[src/rtl/uart_rx.sv]
// uart_rx - oversampling serial receiver for the UART link.
//
// Frame format: start bit (0), 8 data bits LSB first, even parity bit,
// stop bit (1). The line is sampled at mid-bit using a bit-timing counter
// clocked by clk; CLKS_PER_BIT clk cycles make up one serial bit.
//
// Ports:
//   clk           system clock, all logic on the rising edge
//   rstn          synchronous active-low reset
//   rx_data_in    serial line, idle high
//   rx_data_out   last received byte (held until the next strobe)
//   rx_valid      one-cycle pulse when rx_data_out and the error flags update
//   rx_busy       high while a frame is in progress (state other than IDLE)
//   parity_error  last frame's parity did not match even parity
//   frame_error   last frame's stop bit was sampled as 0
//
// Build option:
//   RX_SYNC_EN  when defined, rx_data_in passes through a 2-flop synchronizer
//               (both flops reset to 1) before the FSM, adding 2 cycles of
//               latency. When undefined the line must be synchronous to clk.

module uart_rx #(
   parameter int CLKS_PER_BIT = 16,
   parameter int CW           = $clog2(CLKS_PER_BIT)
) (
   input  logic       clk,
   input  logic       rstn,
   input  logic       rx_data_in,
   output logic [7:0] rx_data_out,
   output logic       rx_valid,
   output logic       rx_busy,
   output logic       parity_error,
   output logic       frame_error
);

   // Terminal counts: half a bit to reach mid-start, a full bit thereafter.
   localparam logic [CW-1:0] HALF_LAST = CW'(CLKS_PER_BIT / 2 - 1);
   localparam logic [CW-1:0] FULL_LAST = CW'(CLKS_PER_BIT - 1);

   typedef enum logic [2:0] {
      IDLE,
      START,
      DATA,
      PARITY,
      STOP,
      WAIT_HIGH
   } state_t;

   logic s;

`ifdef RX_SYNC_EN
   logic sync_q1;
   logic sync_q2;

   // Reset to 1 so the idle line produces no false start after reset.
   always_ff @(posedge clk) begin
      if (!rstn) begin
         sync_q1 <= 1'b1;
         sync_q2 <= 1'b1;
      end else begin
         sync_q1 <= rx_data_in;
         sync_q2 <= sync_q1;
      end
   end

   always_comb s = sync_q2;
`else
   always_comb s = rx_data_in;
`endif

   state_t        state_q, state_d;
   logic [CW-1:0] cnt_q, cnt_d;
   logic [2:0]    idx_q, idx_d;
   logic [7:0]    sh_q, sh_d;
   logic          mis_q, mis_d;
   logic [7:0]    data_d;
   logic          valid_d;
   logic          busy_d;
   logic          pe_d;
   logic          fe_d;
   logic          at_half;
   logic          at_full;

   always_comb begin
      state_d = state_q;
      cnt_d   = cnt_q;
      idx_d   = idx_q;
      sh_d    = sh_q;
      mis_d   = mis_q;
      data_d  = rx_data_out;
      pe_d    = parity_error;
      fe_d    = frame_error;
      valid_d = 1'b0;
      at_half = (cnt_q == HALF_LAST);
      at_full = (cnt_q == FULL_LAST);

      case (state_q)
         IDLE: begin
            if (!s) begin
               state_d = START;
               cnt_d   = '0;
            end
         end

         START: begin
            if (at_half) begin
               cnt_d = '0;
               if (!s) begin
                  state_d = DATA;
                  idx_d   = '0;
               end else begin
                  // Line went high again before mid-start: a glitch.
                  state_d = IDLE;
               end
            end else begin
               cnt_d = cnt_q + CW'(1);
            end
         end

         DATA: begin
            if (at_full) begin
               cnt_d       = '0;
               sh_d[idx_q] = s;
               if (idx_q == 3'd7) begin
                  state_d = PARITY;
               end else begin
                  idx_d = idx_q + 3'd1;
               end
            end else begin
               cnt_d = cnt_q + CW'(1);
            end
         end

         PARITY: begin
            if (at_full) begin
               cnt_d   = '0;
               mis_d   = (^sh_q) ^ s;
               state_d = STOP;
            end else begin
               cnt_d = cnt_q + CW'(1);
            end
         end

         STOP: begin
            if (at_full) begin
               cnt_d   = '0;
               data_d  = sh_q;
               pe_d    = mis_q;
               fe_d    = ~s;
               valid_d = 1'b1;
               // Leaving at mid-stop lets a back-to-back start edge be seen.
               state_d = s ? IDLE : WAIT_HIGH;
            end else begin
               cnt_d = cnt_q + CW'(1);
            end
         end

         WAIT_HIGH: begin
            // Hold off until the line recovers so a break cannot retrigger.
            if (s) begin
               state_d = IDLE;
            end
         end

         default: state_d = IDLE;
      endcase

      busy_d = (state_d != IDLE);
   end

   always_ff @(posedge clk) begin
      if (!rstn) begin
         state_q      <= IDLE;
         cnt_q        <= '0;
         idx_q        <= '0;
         sh_q         <= '0;
         mis_q        <= 1'b0;
         rx_data_out  <= '0;
         rx_valid     <= 1'b0;
         rx_busy      <= 1'b0;
         parity_error <= 1'b0;
         frame_error  <= 1'b0;
      end else begin
         state_q      <= state_d;
         cnt_q        <= cnt_d;
         idx_q        <= idx_d;
         sh_q         <= sh_d;
         mis_q        <= mis_d;
         rx_data_out  <= data_d;
         rx_valid     <= valid_d;
         rx_busy      <= busy_d;
         parity_error <= pe_d;
         frame_error  <= fe_d;
      end
   end

endmodule

[config.mk]
export PLATFORM = sky130hd
export DESIGN_NAME = uart_rx
export DESIGN_NICKNAME = d
export VERILOG_FILES = /design/src/rtl/uart_rx.sv
export SDC_FILE = /design/constraint.sdc
export NUM_CORES = 1
export LEC_CHECK = 0
export BUFFER_PORTS_ARGS = -buffer_cell sky130_fd_sc_hd__buf_2
export CORE_MARGIN = 3
export CORE_UTILIZATION = 40
export DETAILED_ROUTE_END_ITERATION = 8
export HOLD_SLACK_MARGIN = 0.12
export RECOVER_POWER = 50
export SLEW_MARGIN = 25
export SYNTH_ARGS = -nofsm -noshare
export SYNTH_HDL_FRONTEND = slang
export SYNTH_SLANG_ARGS = --single-unit
[constraint.sdc]
create_clock -name clk -period 1.8 [get_ports clk]
set_clock_uncertainty 0.2 [all_clocks]
set_input_delay 0.09 -clock clk [delete_from_list [all_inputs] [get_ports clk]]
set_output_delay 0.09 -clock clk [all_outputs]
set_load 0.03 [all_outputs]
Word level (Yosys, flattened, before mapping)
Index checks and enable logic that the tools add are counted.
W data, S select, Z words.

storage, ports and cells
  flip-flop bits (word level) = 31
  bits of input ports = 3

operators by class
  add/subtract/negate cells = 2
  $lt $le $gt $ge = 2
  equality and inequality tests = 13
  multiplexer cells = 23
  bitwise gates (word level) = 2
  reductions and logical operators = 13

operator list
  kind                   number
  $mux W3                12
  $pmux W3 S6            1
  $mux W4                3
  $pmux W4 S3            1
  $ne A2 B2 Y1 const B   5
  $reduce_and A2 Y1      5
  $eq A3 B3 Y1 const B   3
  $bwmux W8              1
  $reduce_xor A8 Y1      1
  $eq A3 B2 Y1 const B   2
  $pmux W3 S2            1
  $reduce_bool A3 Y1     2
  $reduce_and A5 Y1      1
  $add A4 B1 Y4 const B  1
  $eq A4 B3 Y1 const B   1
  $eq A4 B4 Y1 const B   1
  $lt A3 B4 Y1 const B   1
  $add A3 B1 Y3 const B  1
  $demux W1 S3           1
  $eq A3 B1 Y1 const B   1
  $ge A3 B1 Y1 const B   1
  $logic_not A3 Y1       1
  $reduce_or A3 Y1       1
  $mux W1                2
  other kinds (5)        5

Longest topological paths before layout
  depth after elaboration = 5
  mapped depth = 6
  mapped depth without buffers = 6

Worst setup path before layout
No wires, ideal clock.

  path kind = reg2reg
  start point = register cnt_q[0]
  end point = register mis_q
  library setup time = 0.122 ns
  arrival = 1.524 ns
  required time = 1.478 ns
  path slack = -0.046 ns
  stages on the path, launching flop included = 7
  path buffers = 1
  cell sequence = dfxtp_1 > ha_1 > and3_1 > buf_2 > and3_4 > nor2b_1 > a311o_1

between the ends
  longest elaborated chain between the ends = 2

RTL lines
  element                      line  RTL
  from (decl)                  72    logic [CW-1:0] cnt_q, cnt_d;
  from (signal assigned)       185   cnt_q <= cnt_d;
  $eq A4 B4 Y1                 95    at_full = (cnt_q == FULL_LAST);
  $reduce_and A2 Y1 (no line)  --
  to (signal assigned)         188   mis_q <= mis_d;
  to (decl)                    75    logic mis_q, mis_d;

Every way passes these cells.
A chain may end at the register's enable or synchronous reset.

Worst setup path after layout
  start point = register state_q[0]
  end point = register sh_q[3]

between the ends
  longest elaborated chain between the ends = 2

RTL lines
  element                      line  RTL
  from (decl)                  71    state_t state_q, state_d;
  from (signal assigned)       184   state_q <= state_d;
  $eq A3 B2 Y1                 97    case (state_q)
  $reduce_and A2 Y1 (no line)  --
  to (signal assigned)         176   sh_q <= '0;
  to (signal assigned)         187   sh_q <= sh_d;
  to (decl)                    74    logic [7:0] sh_q, sh_d;

Every way passes these cells.

==> results.txt <==
Peak VDD IR: 643.6 uV
post-synthesis compound-gate area fraction: 9.340%
nets: 204
first-pass GRT wire length: 5678 microns
CTS max path bufs: 2
distinct cell type count after synthesis: 42
syn avg cell area: 8.983 sq um
Die Y: 68.33 microns
# setup viols final: 0
DIE AREA: 4669 sq um
Worst setup EP type: flop
GRT Total Usage: 16.34%
Clk Latency, worst-skew pair: 280 ps
detailed-route wire length: 3465 microns
Slew HR: 67.65%
PwrDens: 740.4 nW/um^2
Synth Register Bits: 31
RSZ-0062 raised after global routing: true
Hold Crit Class: flop to flop
largest net degree at the start of global routing: 28
post-synthesis mux area share: 12.24%
Critical Path AT: 1700 ps
Non-Filler Instances: 247
Via Count: 1,313
layout cells sized above 1: 17.59%
FFs w/ async S/R, synth: 0%
Pleak: 0.8192 nW
max cap viols: 0
Post-CTS Repair Setup Buffers: 0
Tcrit/Tclk final: 97.23%
fill count: 350
FMAX: 571.4 MHz
Netlist Area Pre-Place: 1554 sq um
core area: 3716 sq um
I/O pin cnt: 15
port buffer count: 14
Clock Sinks: 31
status: finished, final reports clean
placed cell count: 236
Die Width: 68.33 microns
final count of pins violating max slew: 0
most frequent cells in the layout: 28 x nor2_1, 27 x dfxtp_1, 19 x mux2i_1
Final ANT Viol Nets: 0
final hold vios: 0
Synth Area in Adders: 2.415%
post-layout util: 50.00%
Synth Area in XOR/XNOR: 4.267%
CP startpoint kind: flop
post-synthesis net count: 179
Slew @ Worst Pin: 484.6 ps
Ant. Diodes: 0
number of synthesized flops with an enable pin: 0
vias per cell: 5.316
minimum clock period: 1750 ps
Required @ worst endpoint: 1750 ps
synthesis-to-layout area growth: 19.57%
H-Tree Depth: 2
largest family of logic cells by synthesized area: simple AND/OR/NAND/NOR gates
Max FO, Critical Path: 7
Simple-Gate Fraction of Synth Area: 26.65%
initial antenna violation count: 0
WS Path Type: flop to flop
HPWL Detailed: 2423 microns
Root Buffer: clkbuf_8
DRT iter0 DRCs: 50
total grt overflow: 0
Avg WL per Cell: 14.03 microns
cts bufs inserted: 5
sequential-to-total area share from yosys stat: 39.94%
Post-DP Area: 1708 sq um
Post-Synthesis Cells: 173
Synth Warn #: 0
DRC Markers: 0
drt first pass iters: 4
Routability Congestion: 0.7700
most common cell after layout, fill and taps aside: nor2_1
vias in the first global route: 1,238
CTS tree: done
num rows: 22
Initial Utilization: 41.82%
Finished Cell Area: 1858 sq um
Clk pin slew, worst setup/hold paths: 60 ps
Top FF cell, synth: dfxtp_1
## flip-flops by register name, summed over array words and instances, names as in the netlist
signal        count
rx_data_out       8
sh_q              8
cnt_q             4
idx_q             3
state_q           3
frame_error       1
mis_q             1
parity_error      1
rx_busy           1
rx_valid          1
## synthesized netlist by cell type (2+ instances only)
| master | n | area share, % |
|---|---|---|
| nor2b_1 | 5 | 2.0 |
| nor4_1 | 2 | 0.81 |
| or2_1 | 2 | 0.81 |
| ha_1 | 3 | 2.4 |
| and4b_1 | 2 | 1.3 |
| nor2_1 | 28 | 6.8 |
| o221ai_1 | 2 | 1.1 |
| mux2i_1 | 19 | 12 |
| a311o_1 | 2 | 1.3 |
| or3_1 | 4 | 1.6 |
| nand2b_1 | 4 | 1.6 |
| nand3_1 | 4 | 1.3 |
| a21oi_1 | 8 | 2.6 |
| buf_2 | 4 | 1.3 |
| nor3_1 | 2 | 0.64 |
| o21ai_0 | 2 | 0.64 |
| dfxtp_1 | 31 | 40 |
| buf_6 | 2 | 1.4 |
| inv_1 | 4 | 0.97 |
| xnor2_1 | 3 | 1.7 |
| nand2_1 | 11 | 2.7 |
| clkbuf_1 | 3 | 0.72 |
| nand4_1 | 6 | 2.4 |
| xor2_1 | 2 | 1.1 |
## per-layer routing
metal | GRT usage, % | vias up | part of all wire [%]
met2 | 23.83 | 30 | 46
met5 | 0 | - | 0
met1 | 21.56 | 613 | 48
met4 | 7.692 | 0 | 2.0
met3 | 5.419 | 10 | 4.1
li1 | - | 660 | -
## report_power, final
part           internal (mW)  switching [mW]  total [mW]
clock                  0.347           0.261       0.609
sequential             0.692         0.00713       0.699
combinational         0.0269          0.0410      0.0679
## final timing paths
check                                    from                     endpoint  slack, ps  depth (start not counted)
hold reg to reg   rx_data_out[4]$_SDFFE_PN0P_  rx_data_out[4]$_SDFFE_PN0P_        290                          2
setup / recovery        state_q[0]$_SDFF_PN0_         sh_q[3]$_SDFFE_PN0P_         50                          4
hold / removal    rx_data_out[4]$_SDFFE_PN0P_  rx_data_out[4]$_SDFFE_PN0P_        290                          2
setup reg to reg        state_q[0]$_SDFF_PN0_         sh_q[3]$_SDFFE_PN0P_         50                          4
## stage by stage
| stage | hold WS (ps) | worst slack [ps] | power (mW) | setup TNS [ps] |
|---|---|---|---|---|
| finish | 292.7 | 49.92 | 1.376 | 0 |
| global placement | 192.5 | 64.11 | 0.7726 | 0 |
| floorplan | 23.02 | 8.253 | 0.7520 | 0 |
| CTS | 298.8 | 11.87 | 1.387 | 0 |
| global route | 331.0 | -35.33 | 1.436 | -62.18 |
| detailed placement | 195.8 | 21.08 | 0.7745 | 0 |
## critical path: stages, from the launching register on
cell	delay [ps]
dfxtp_1	380
or3b_1	440
nor4_1	340
mux2i_1	220
nor2_1	50
## logic make-up (layout without fill, tap and decap cells)
family	Yosys count	in the layout
AOI/OAI and AO/OA	21	21
adders and majority gates	3	3
DFF	31	31
buffers and inverters	15	41
xor gates and xnor gates	6	6
and+or+nand+nor	78	78
muxes	19	19
## repair_timing
item	4_1_cts	5_1_grt
hold endpoints to repair	11	0
resized for setup	0	12
hold buffers	2	0
endpoints found under the setup margin	0	17
## area by class of cell
type,count,area (sq um),area share (%)
timing repair buffer,28,168.9,9.091
inverter,5,18.77,1.010
clock inverter,1,7.507,0.4040
tap,48,60.06,3.232
clock buffer,7,96.34,5.185
multi-input combinational,127,880.8,47.41
sequential,31,625.6,33.67
(Power assumes the default switching activity.)
